File: config.mk
export PLATFORM = sky130hd
export DESIGN_NAME = project_pwm_peripheral_capture
export DESIGN_NICKNAME = d
export VERILOG_FILES = /design/src/rtl/project_pwm_peripheral_capture_pkg.sv /design/src/rtl/project_pwm_peripheral_sync_edge.sv /design/src/rtl/project_pwm_peripheral_capture.sv
export SDC_FILE = /design/constraint.sdc
export NUM_CORES = 1
export LEC_CHECK = 0
export BUFFER_PORTS_ARGS = -buffer_cell sky130_fd_sc_hd__buf_2
export CAP_MARGIN = 20
export CORE_AREA = 2 2 79 81
export DETAILED_ROUTE_END_ITERATION = 10
export DIE_AREA = 0 0 81 83
export GPL_TIMING_DRIVEN = 0
export MAX_ROUTING_LAYER = met4
export PLACE_DENSITY = 0.69
export SLEW_MARGIN = 40
export SYNTH_ARGS = -nofsm -noshare
export SYNTH_HDL_FRONTEND = slang
export SYNTH_SLANG_ARGS = --single-unit
File: constraint.sdc
create_clock -name i_clk -period 2.9 [get_ports i_clk]
set_clock_uncertainty 0.05 [all_clocks]
set_input_delay 0.145 -clock i_clk [delete_from_list [all_inputs] [get_ports i_clk]]
set_output_delay 0.145 -clock i_clk [all_outputs]
set_load 0.01 [all_outputs]
File: src/rtl/project_pwm_peripheral_capture_pkg.sv
// Shared definitions for the PWM input-capture unit.
// Provides the 2-bit FSM state encoding and the counter saturation value helper.
package project_pwm_peripheral_capture_pkg;

    typedef enum logic [1:0] {
        ST_IDLE      = 2'd0,
        ST_WAIT_RISE = 2'd1,
        ST_MEAS_HIGH = 2'd2,
        ST_MEAS_LOW  = 2'd3
    } state_t;

    // All-ones value for a counter of the given width; callers cast to their width.
    function automatic logic [63:0] sat_max(input int unsigned width);
        return (64'd1 << width) - 64'd1;
    endfunction

endpackage

File: src/rtl/project_pwm_peripheral_sync_edge.sv
// Pin-facing front end: SYNC_STAGES-flop synchronizer, one history flop and edge decode.
// Ports:
//   clk    - clock, all logic on posedge
//   reset  - synchronous active-high reset, clears synchronizer and history
//   pin    - asynchronous input
//   level  - synchronized pin value (flop output)
//   rise_c - combinational, synchronized level went 0->1
//   fall_c - combinational, synchronized level went 1->0
module project_pwm_peripheral_sync_edge #(
    parameter int unsigned SYNC_STAGES = 2
) (
    input  logic clk,
    input  logic reset,
    input  logic pin,
    output logic level,
    output logic rise_c,
    output logic fall_c
);

    logic [SYNC_STAGES-1:0] sync_q;
    logic                   hist_q;

    // Synchronizer chain plus history flop; same latency for both edges.
    always_ff @(posedge clk) begin
        if (reset) begin
            sync_q <= '0;
            hist_q <= 1'b0;
        end else begin
            sync_q <= {sync_q[SYNC_STAGES-2:0], pin};
            hist_q <= sync_q[SYNC_STAGES-1];
        end
    end

    assign level  = sync_q[SYNC_STAGES-1];
    assign rise_c = level & ~hist_q;
    assign fall_c = ~level & hist_q;

endmodule

File: src/rtl/project_pwm_peripheral_capture.sv
// PWM input capture: measures period (rise to rise) and high time in clock cycles,
// presents results through a valid/ack handshake and flags stuck inputs by timeout.
// Ports:
//   i_clk, i_reset - clock and synchronous active-high reset
//   i_enable       - 1 = capture active, 0 = return to idle (results retained)
//   i_pwm          - asynchronous PWM input
//   i_ack          - consumer acknowledge, clears o_valid and o_overrun
//   o_period       - last measured period
//   o_high         - last measured high time
//   o_valid        - result unread
//   o_overrun      - sticky, an unread result was overwritten
//   o_timeout      - one-cycle pulse, no edge within 2^WIDTH-1 cycles
//   o_level        - synchronized pin level, registered
module project_pwm_peripheral_capture
    import project_pwm_peripheral_capture_pkg::*;
#(
    parameter int unsigned WIDTH       = 16,
    parameter int unsigned SYNC_STAGES = 2
) (
    input  logic             i_clk,
    input  logic             i_reset,
    input  logic             i_enable,
    input  logic             i_pwm,
    input  logic             i_ack,
    output logic [WIDTH-1:0] o_period,
    output logic [WIDTH-1:0] o_high,
    output logic             o_valid,
    output logic             o_overrun,
    output logic             o_timeout,
    output logic             o_level
);

    localparam logic [WIDTH-1:0] CNT_MAX = WIDTH'(sat_max(WIDTH));

    state_t           state_q, state_d;
    logic [WIDTH-1:0] cnt_q, cnt_d, cnt_inc;
    logic [WIDTH-1:0] high_q, high_d;
    logic [WIDTH-1:0] period_d, high_out_d;
    logic             valid_d, overrun_d, timeout_d;
    logic             load;
    logic             level, rise, fall;

    project_pwm_peripheral_sync_edge #(
        .SYNC_STAGES(SYNC_STAGES)
    ) u_sync_edge (
        .clk    (i_clk),
        .reset  (i_reset),
        .pin    (i_pwm),
        .level  (level),
        .rise_c (rise),
        .fall_c (fall)
    );

    // Saturating increment: the counter sticks at all-ones instead of wrapping.
    assign cnt_inc = (cnt_q == CNT_MAX) ? cnt_q : cnt_q + WIDTH'(1);

    // State and datapath registers.
    always_ff @(posedge i_clk) begin
        if (i_reset) begin
            state_q   <= ST_IDLE;
            cnt_q     <= '0;
            high_q    <= '0;
            o_period  <= '0;
            o_high    <= '0;
            o_valid   <= 1'b0;
            o_overrun <= 1'b0;
            o_timeout <= 1'b0;
            o_level   <= 1'b0;
        end else begin
            state_q   <= state_d;
            cnt_q     <= cnt_d;
            high_q    <= high_d;
            o_period  <= period_d;
            o_high    <= high_out_d;
            o_valid   <= valid_d;
            o_overrun <= overrun_d;
            o_timeout <= timeout_d;
            o_level   <= level;
        end
    end

    // Next-state, measurement and handshake logic.
    always_comb begin
        state_d    = state_q;
        cnt_d      = cnt_q;
        high_d     = high_q;
        period_d   = o_period;
        high_out_d = o_high;
        valid_d    = o_valid;
        overrun_d  = o_overrun;
        timeout_d  = 1'b0;
        load       = 1'b0;

        if (!i_enable) begin
            state_d = ST_IDLE;
            cnt_d   = '0;
        end else begin
            unique case (state_q)
                ST_IDLE: begin
                    state_d = ST_WAIT_RISE;
                    cnt_d   = '0;
                end
                ST_WAIT_RISE: begin
                    // Partial first period is discarded; only a rise starts measuring.
                    cnt_d = '0;
                    if (rise) begin
                        state_d = ST_MEAS_HIGH;
                        cnt_d   = WIDTH'(1);
                    end
                end
                ST_MEAS_HIGH: begin
                    if (fall) begin
                        high_d  = cnt_q;
                        state_d = ST_MEAS_LOW;
                        cnt_d   = cnt_inc;
                    end else if (cnt_q == CNT_MAX) begin
                        timeout_d = 1'b1;
                        state_d   = ST_WAIT_RISE;
                        cnt_d     = '0;
                    end else begin
                        cnt_d = cnt_inc;
                    end
                end
                ST_MEAS_LOW: begin
                    // Rise closes one period and immediately opens the next.
                    if (rise) begin
                        load       = 1'b1;
                        period_d   = cnt_q;
                        high_out_d = high_q;
                        state_d    = ST_MEAS_HIGH;
                        cnt_d      = WIDTH'(1);
                    end else if (cnt_q == CNT_MAX) begin
                        timeout_d = 1'b1;
                        state_d   = ST_WAIT_RISE;
                        cnt_d     = '0;
                    end else begin
                        cnt_d = cnt_inc;
                    end
                end
                default: begin
                    state_d = ST_IDLE;
                    cnt_d   = '0;
                end
            endcase
        end

        // A coincident ack consumes the old result, so the new one is not an overrun.
        if (load) begin
            valid_d = 1'b1;
            if (i_ack) begin
                overrun_d = 1'b0;
            end else if (o_valid) begin
                overrun_d = 1'b1;
            end
        end else if (i_ack) begin
            valid_d   = 1'b0;
            overrun_d = 1'b0;
        end
    end

endmodule

Word level (Yosys, flattened, before mapping). Cells that the tools add are included. W data, S select, Z words.

Flip-flop bits (word level): 72. Input port bits: 5. Output and inout bits: 36. Logic and storage cells: 51.

$add $sub $neg: 1. Equality and inequality tests: 5. Mux-type cells: 23. Bitwise operators: 5. Reduce and logical (&&, ||, !) cells: 7.

Operators by type and width (count): $mux W16 (4); $pmux W16 S4 (1); $add A16 B1 Y16 const B (1); $eq A16 B16 Y1 const B (1); $mux W1 (12); $mux W2 (4); $pmux W2 S4 (1); $reduce_and A3 Y1 (2); $eq A2 B2 Y1 const B (2); $reduce_bool A2 Y1 (2); $not A1 Y1 (3); $and A1 B1 Y1 (2); $eq A2 B1 Y1 const B (1); $logic_not A2 Y1 (1); $ne A2 B2 Y1 const B (1); $pmux W1 S2 (1); $reduce_and A2 Y1 (1); $reduce_or A2 Y1 (1).

Longest topological paths before layout.
Word-level depth: 7. Gate-level depth with buffers: 9. Gate-level depth less buffers: 9.

Cells and area by module. Synthesis repeated with hierarchy kept, for this count alone.

Cell total of the unflattened synthesis: 351. Area, all modules: 2865.2 µm².

Modules (own cells, without submodules): project_pwm_peripheral_capture (instances 1, cells each 343, area each 2773.9 µm², sequential area each 1401.3 µm²); project_pwm_peripheral_sync_edge (instances 1, cells each 8, area each 91.3 µm², sequential area each 60.1 µm²).

Worst setup path before layout. Ideal clock, no wire load.

Path type: reg2reg. From: reg cnt_q[1]. To: reg cnt_q[0]. Setup time: 117 ps. Arrival: 1869 ps. Required time: 2733 ps. Setup slack: 865 ps. Stages on the path, launching flop included: 9. Buffers on the path: 0. Clock period less this slack: 2035 ps. Cell sequence: dfxtp_1 ha_1 nand4_1 nor4_4 inv_4 ha_1 o22ai_1 a22oi_1 nor2_1.

Longest elaborated chain between the ends: 5. Elaborated cells between the ends (all ways): 6. Classes of those cells: eq/ne: 1; mux: 5.

Ends and longest elaborated chain: start: declaration (RTL line project_pwm_peripheral_capture.sv:36) `logic [WIDTH-1:0] cnt_q, cnt_d, cnt_inc;`; start signal: assignment (RTL line project_pwm_peripheral_capture.sv:71) `cnt_q <= cnt_d;`; $eq A16 B16 Y1 * (RTL line project_pwm_peripheral_capture.sv:55, project_pwm_peripheral_capture.sv:116, project_pwm_peripheral_capture.sv:132); $mux W16 (RTL line project_pwm_peripheral_capture.sv:55) `assign cnt_inc = (cnt_q == CNT_MAX) ? cnt_q : cnt_q + WIDTH'(1);`; $mux W16 (RTL line project_pwm_peripheral_capture.sv:116, project_pwm_peripheral_capture.sv:132); $mux W16, on equally long branches (RTL line project_pwm_peripheral_capture.sv:126, project_pwm_peripheral_capture.sv:112); $pmux W16 S4 * (RTL line project_pwm_peripheral_capture.sv:98) `unique case (state_q)`.

Mark *: on every way between the ends. The rest lies on a longest branch, timed or not. A chain may end at the register's enable or synchronous reset.

Worst setup path after layout. Ends and elaborated chain as after synthesis.

==> flow_summary.json <==
{
  "outcome": "finished clean",
  "rsz0062_at_grt": "false",
  "yosysUniqueCellTypes": 47,
  "grt_pass1_wl_mm": 10.5,
  "nNetsFinal": 404,
  "cts_root_buffer": "clkbuf_8",
  "grt_pass1_vias": 2218,
  "setup_violations": 0,
  "grt_use_total_pct": 20.5,
  "dp_hpwl_mm": 4.60,
  "placed_cell_area_um2": 3110,
  "cts_buffers": 9,
  "grt_start_max_net_pins": 13,
  "overflow": 0,
  "clk_pin_slew_ns": 0.07,
  "final_area_um2": 3380,
  "synthCells": 344,
  "finalWirelength_mm": 6.53,
  "drv_cap": 0,
  "post_cts_resized": 0,
  "yosys_warnings": 0,
  "slew_headroom_pct": 57.3,
  "syn_nets": 351,
  "clkLatencyLatePin_ns": 0.35,
  "ant_nets": 0,
  "fin_crit_ns": 2.42,
  "leakage_nw": 1.25,
  "cts_max_path_buffers": 2,
  "core-area_um2": 5820,
  "synth_top_area_share_pct": 51.1,
  "hold_viol_final": 0,
  "critPathMaxFanout": 10,
  "die-area_um2": 6720,
  "cp.required_ns": 3.09,
  "fmax_ghz": 0.413,
  "place_congestion": 0.886,
  "startpoint_type": "flip-flop",
  "cts_htree_levels": 3,
  "drtIter0Drc": 154,
  "num_antenna_cells": 0,
  "finalWorstSetupSlack_ns": 0.480,
  "dp_slack_ns": 0.524,
  "ioPinCount": 41,
  "final.setup.tns_ns": 0,
  "seq_area_frac_synth_pct": 51.1,
  "hold_path_class": "in2reg",
  "cts_num_sinks": 72,
  "period_share_pct": 83.5,
  "endpoint_kind": "flip-flop",
  "ir_worst_vdd_v": 0.000318,
  "drc": 0,
  "drive_gt1_share_pct": 18.4,
  "criticalPathCategory": "reg2reg",
  "die_y_um": 83,
  "initial_utilization_pct": 48.5,
  "cellPowerDensity_nw_per_um2": 589,
  "wl_per_cell_um": 13.7,
  "crit_arrival_ns": 2.61,
  "dr.pass1.iters": 4,
  "finalMaxSlewViolations": 0,
  "syn_area_um2": 2820,
  "syn2layout_area_growth_pct": 19.8,
  "worstMarginPinSlew_ns": 0.635,
  "vias": 2544,
  "ys_ff_latch": 72,
  "synth_area_leaders": "dfxtp_1 51%, nand2_1 14%, a21oi_1 10%",
  "drt-vias-per-instance": 5.33,
  "rows": 28,
  "yosys.area.top_type": "dfxtp_1",
  "die_width_um": 81,
  "antenna_found_initial": 0,
  "cts_tree": "yes",
  "io_buffers": 40,
  "avgSynthCellArea_um2": 8.19
}
==> cell usage in the layout (no fill, tap or decap), types with 5 or more instances in the layout <==
cell | synthesis | final
nor2_1 | 9 | 9
nor3_1 | 6 | 6
nand2_1 | 103 | 103
a31oi_1 | 5 | 5
buf_2 | 6 | 46
inv_1 | 5 | 5
o21ai_0 | 5 | 5
dfxtp_1 | 72 | 72
clkbuf_1 | 13 | 14
clkbuf_8 | 0 | 10
a21oi_1 | 59 | 59
nand3_1 | 8 | 8
==> worst max-delay path, cell delays in order, from the launching register on <==
cell	delay [ns]
dfxtp_1	0.46
ha_1	0.29
nand4_1	0.22
nor4_4	0.56
inv_4	0.11
ha_1	0.30
o22ai_1	0.06
a22oi_1	0.19
nor2_1	0.06
==> cell type report <==
type / instances / area (µm²)
Fill cell: 554 / 2440
Sequential cell: 72 / 1440
Multi-Input combinational cell: 244 / 1260
Timing Repair Buffer: 42 / 220
Clock buffer: 11 / 141
Clock inverter: 5 / 104
Buffer: 22 / 95.1
Tap cell: 75 / 93.8
Inverter: 6 / 25.0
==> final timing paths <==
check	startpoint	end	slack [ns]	cells after the start
worst max-delay path	cnt_q[1]$_SDFF_PP0_	cnt_q[0]$_SDFF_PP0_	0.48	8
worst min-delay path	i_enable	state_q[1]$_SDFFE_PP0P_	0.08	3
worst max register to register	cnt_q[1]$_SDFF_PP0_	cnt_q[0]$_SDFF_PP0_	0.48	8
worst min register to register	u_sync_edge.sync_q[0]$_SDFF_PP0_	u_sync_edge.sync_q[1]$_SDFF_PP0_	0.40	1
==> cells by family after synthesis <==
kind of cell | after synthesis | share of synthesized area, %
XOR/XNOR | 1 | 0.311
AO/OA/AOI/OAI | 84 | 16.6
adder cells (fa/ha/maj) | 2 | 0.888
flip-flops | 72 | 51.1
AND/OR/NAND/NOR | 157 | 26.8
buffers and inverters | 28 | 4.26
==> sequential cells by signal, summed over array words and instances, names as in the netlist <==
| signal | cells |
|---|---|
| u_sync_edge.hist_q | 1 |
| cnt_q | 16 |
| o_overrun | 1 |
| o_high | 16 |
| high_q | 16 |
| state_q | 2 |
| o_valid | 1 |
| o_period | 16 |
| u_sync_edge.sync_q | 2 |
| o_timeout | 1 |
==> power by group <==
part	switching [mW]	total, mW	leakage [nW]	internal, mW
combinational	0.0194	0.0286	0.544	0.00927
clock	0.372	0.967	0.124	0.595
sequential	0.00270	0.993	0.580	0.990
==> per-layer routing <==
layer	vias to the layer above	GRT usage (%)	wire length, µm
li1	1288	-	-
met1	1184	26.9	3040
met2	59	30.3	3050
met3	13	4.57	282
met4	0	8.94	152
met5	-	-	0
==> metrics by stage <==
stage	power (mW)	std cells	hold WS [ns]	util [%]
global placement	1.04	459	0.275	53.5
floorplan	1.03	344	0.174	-
global route	2.05	477	0.0862	58.1
finish	1.99	477	0.0808	58.1
detailed placement	1.04	459	0.292	53.5
CTS	2.00	477	0.0748	58.1
==> repair_timing <==
item / 4_1_cts / 5_1_grt
hold endpoints to repair: 2 / 0
setup buffers: 0 / 0
hold buffers: 2 / 0
==> synthesized netlist by cell type, drive strengths merged <==
master and number:
inv 6, or3b 1, dfxtp 72, clkbuf 14
and4 2, a31oi 5, nor3 7, and3 6
nand2b 2, o21ai 6, nor4 2, nand3 8
buf 8, and4bb 1, xnor2 1, ha 2
a41o 1, nor2 9, or4 2, a211oi 3
nand4 4, or3 2, nor3b 1, nand2 103
o31ai 3, a22oi 1, a311oi 3, or2 2
nand3b 1, a41oi 2, o22ai 1, a21oi 59
and3b 1, nor2b 3
No activity file was read; power rests on OpenSTA's default activity.
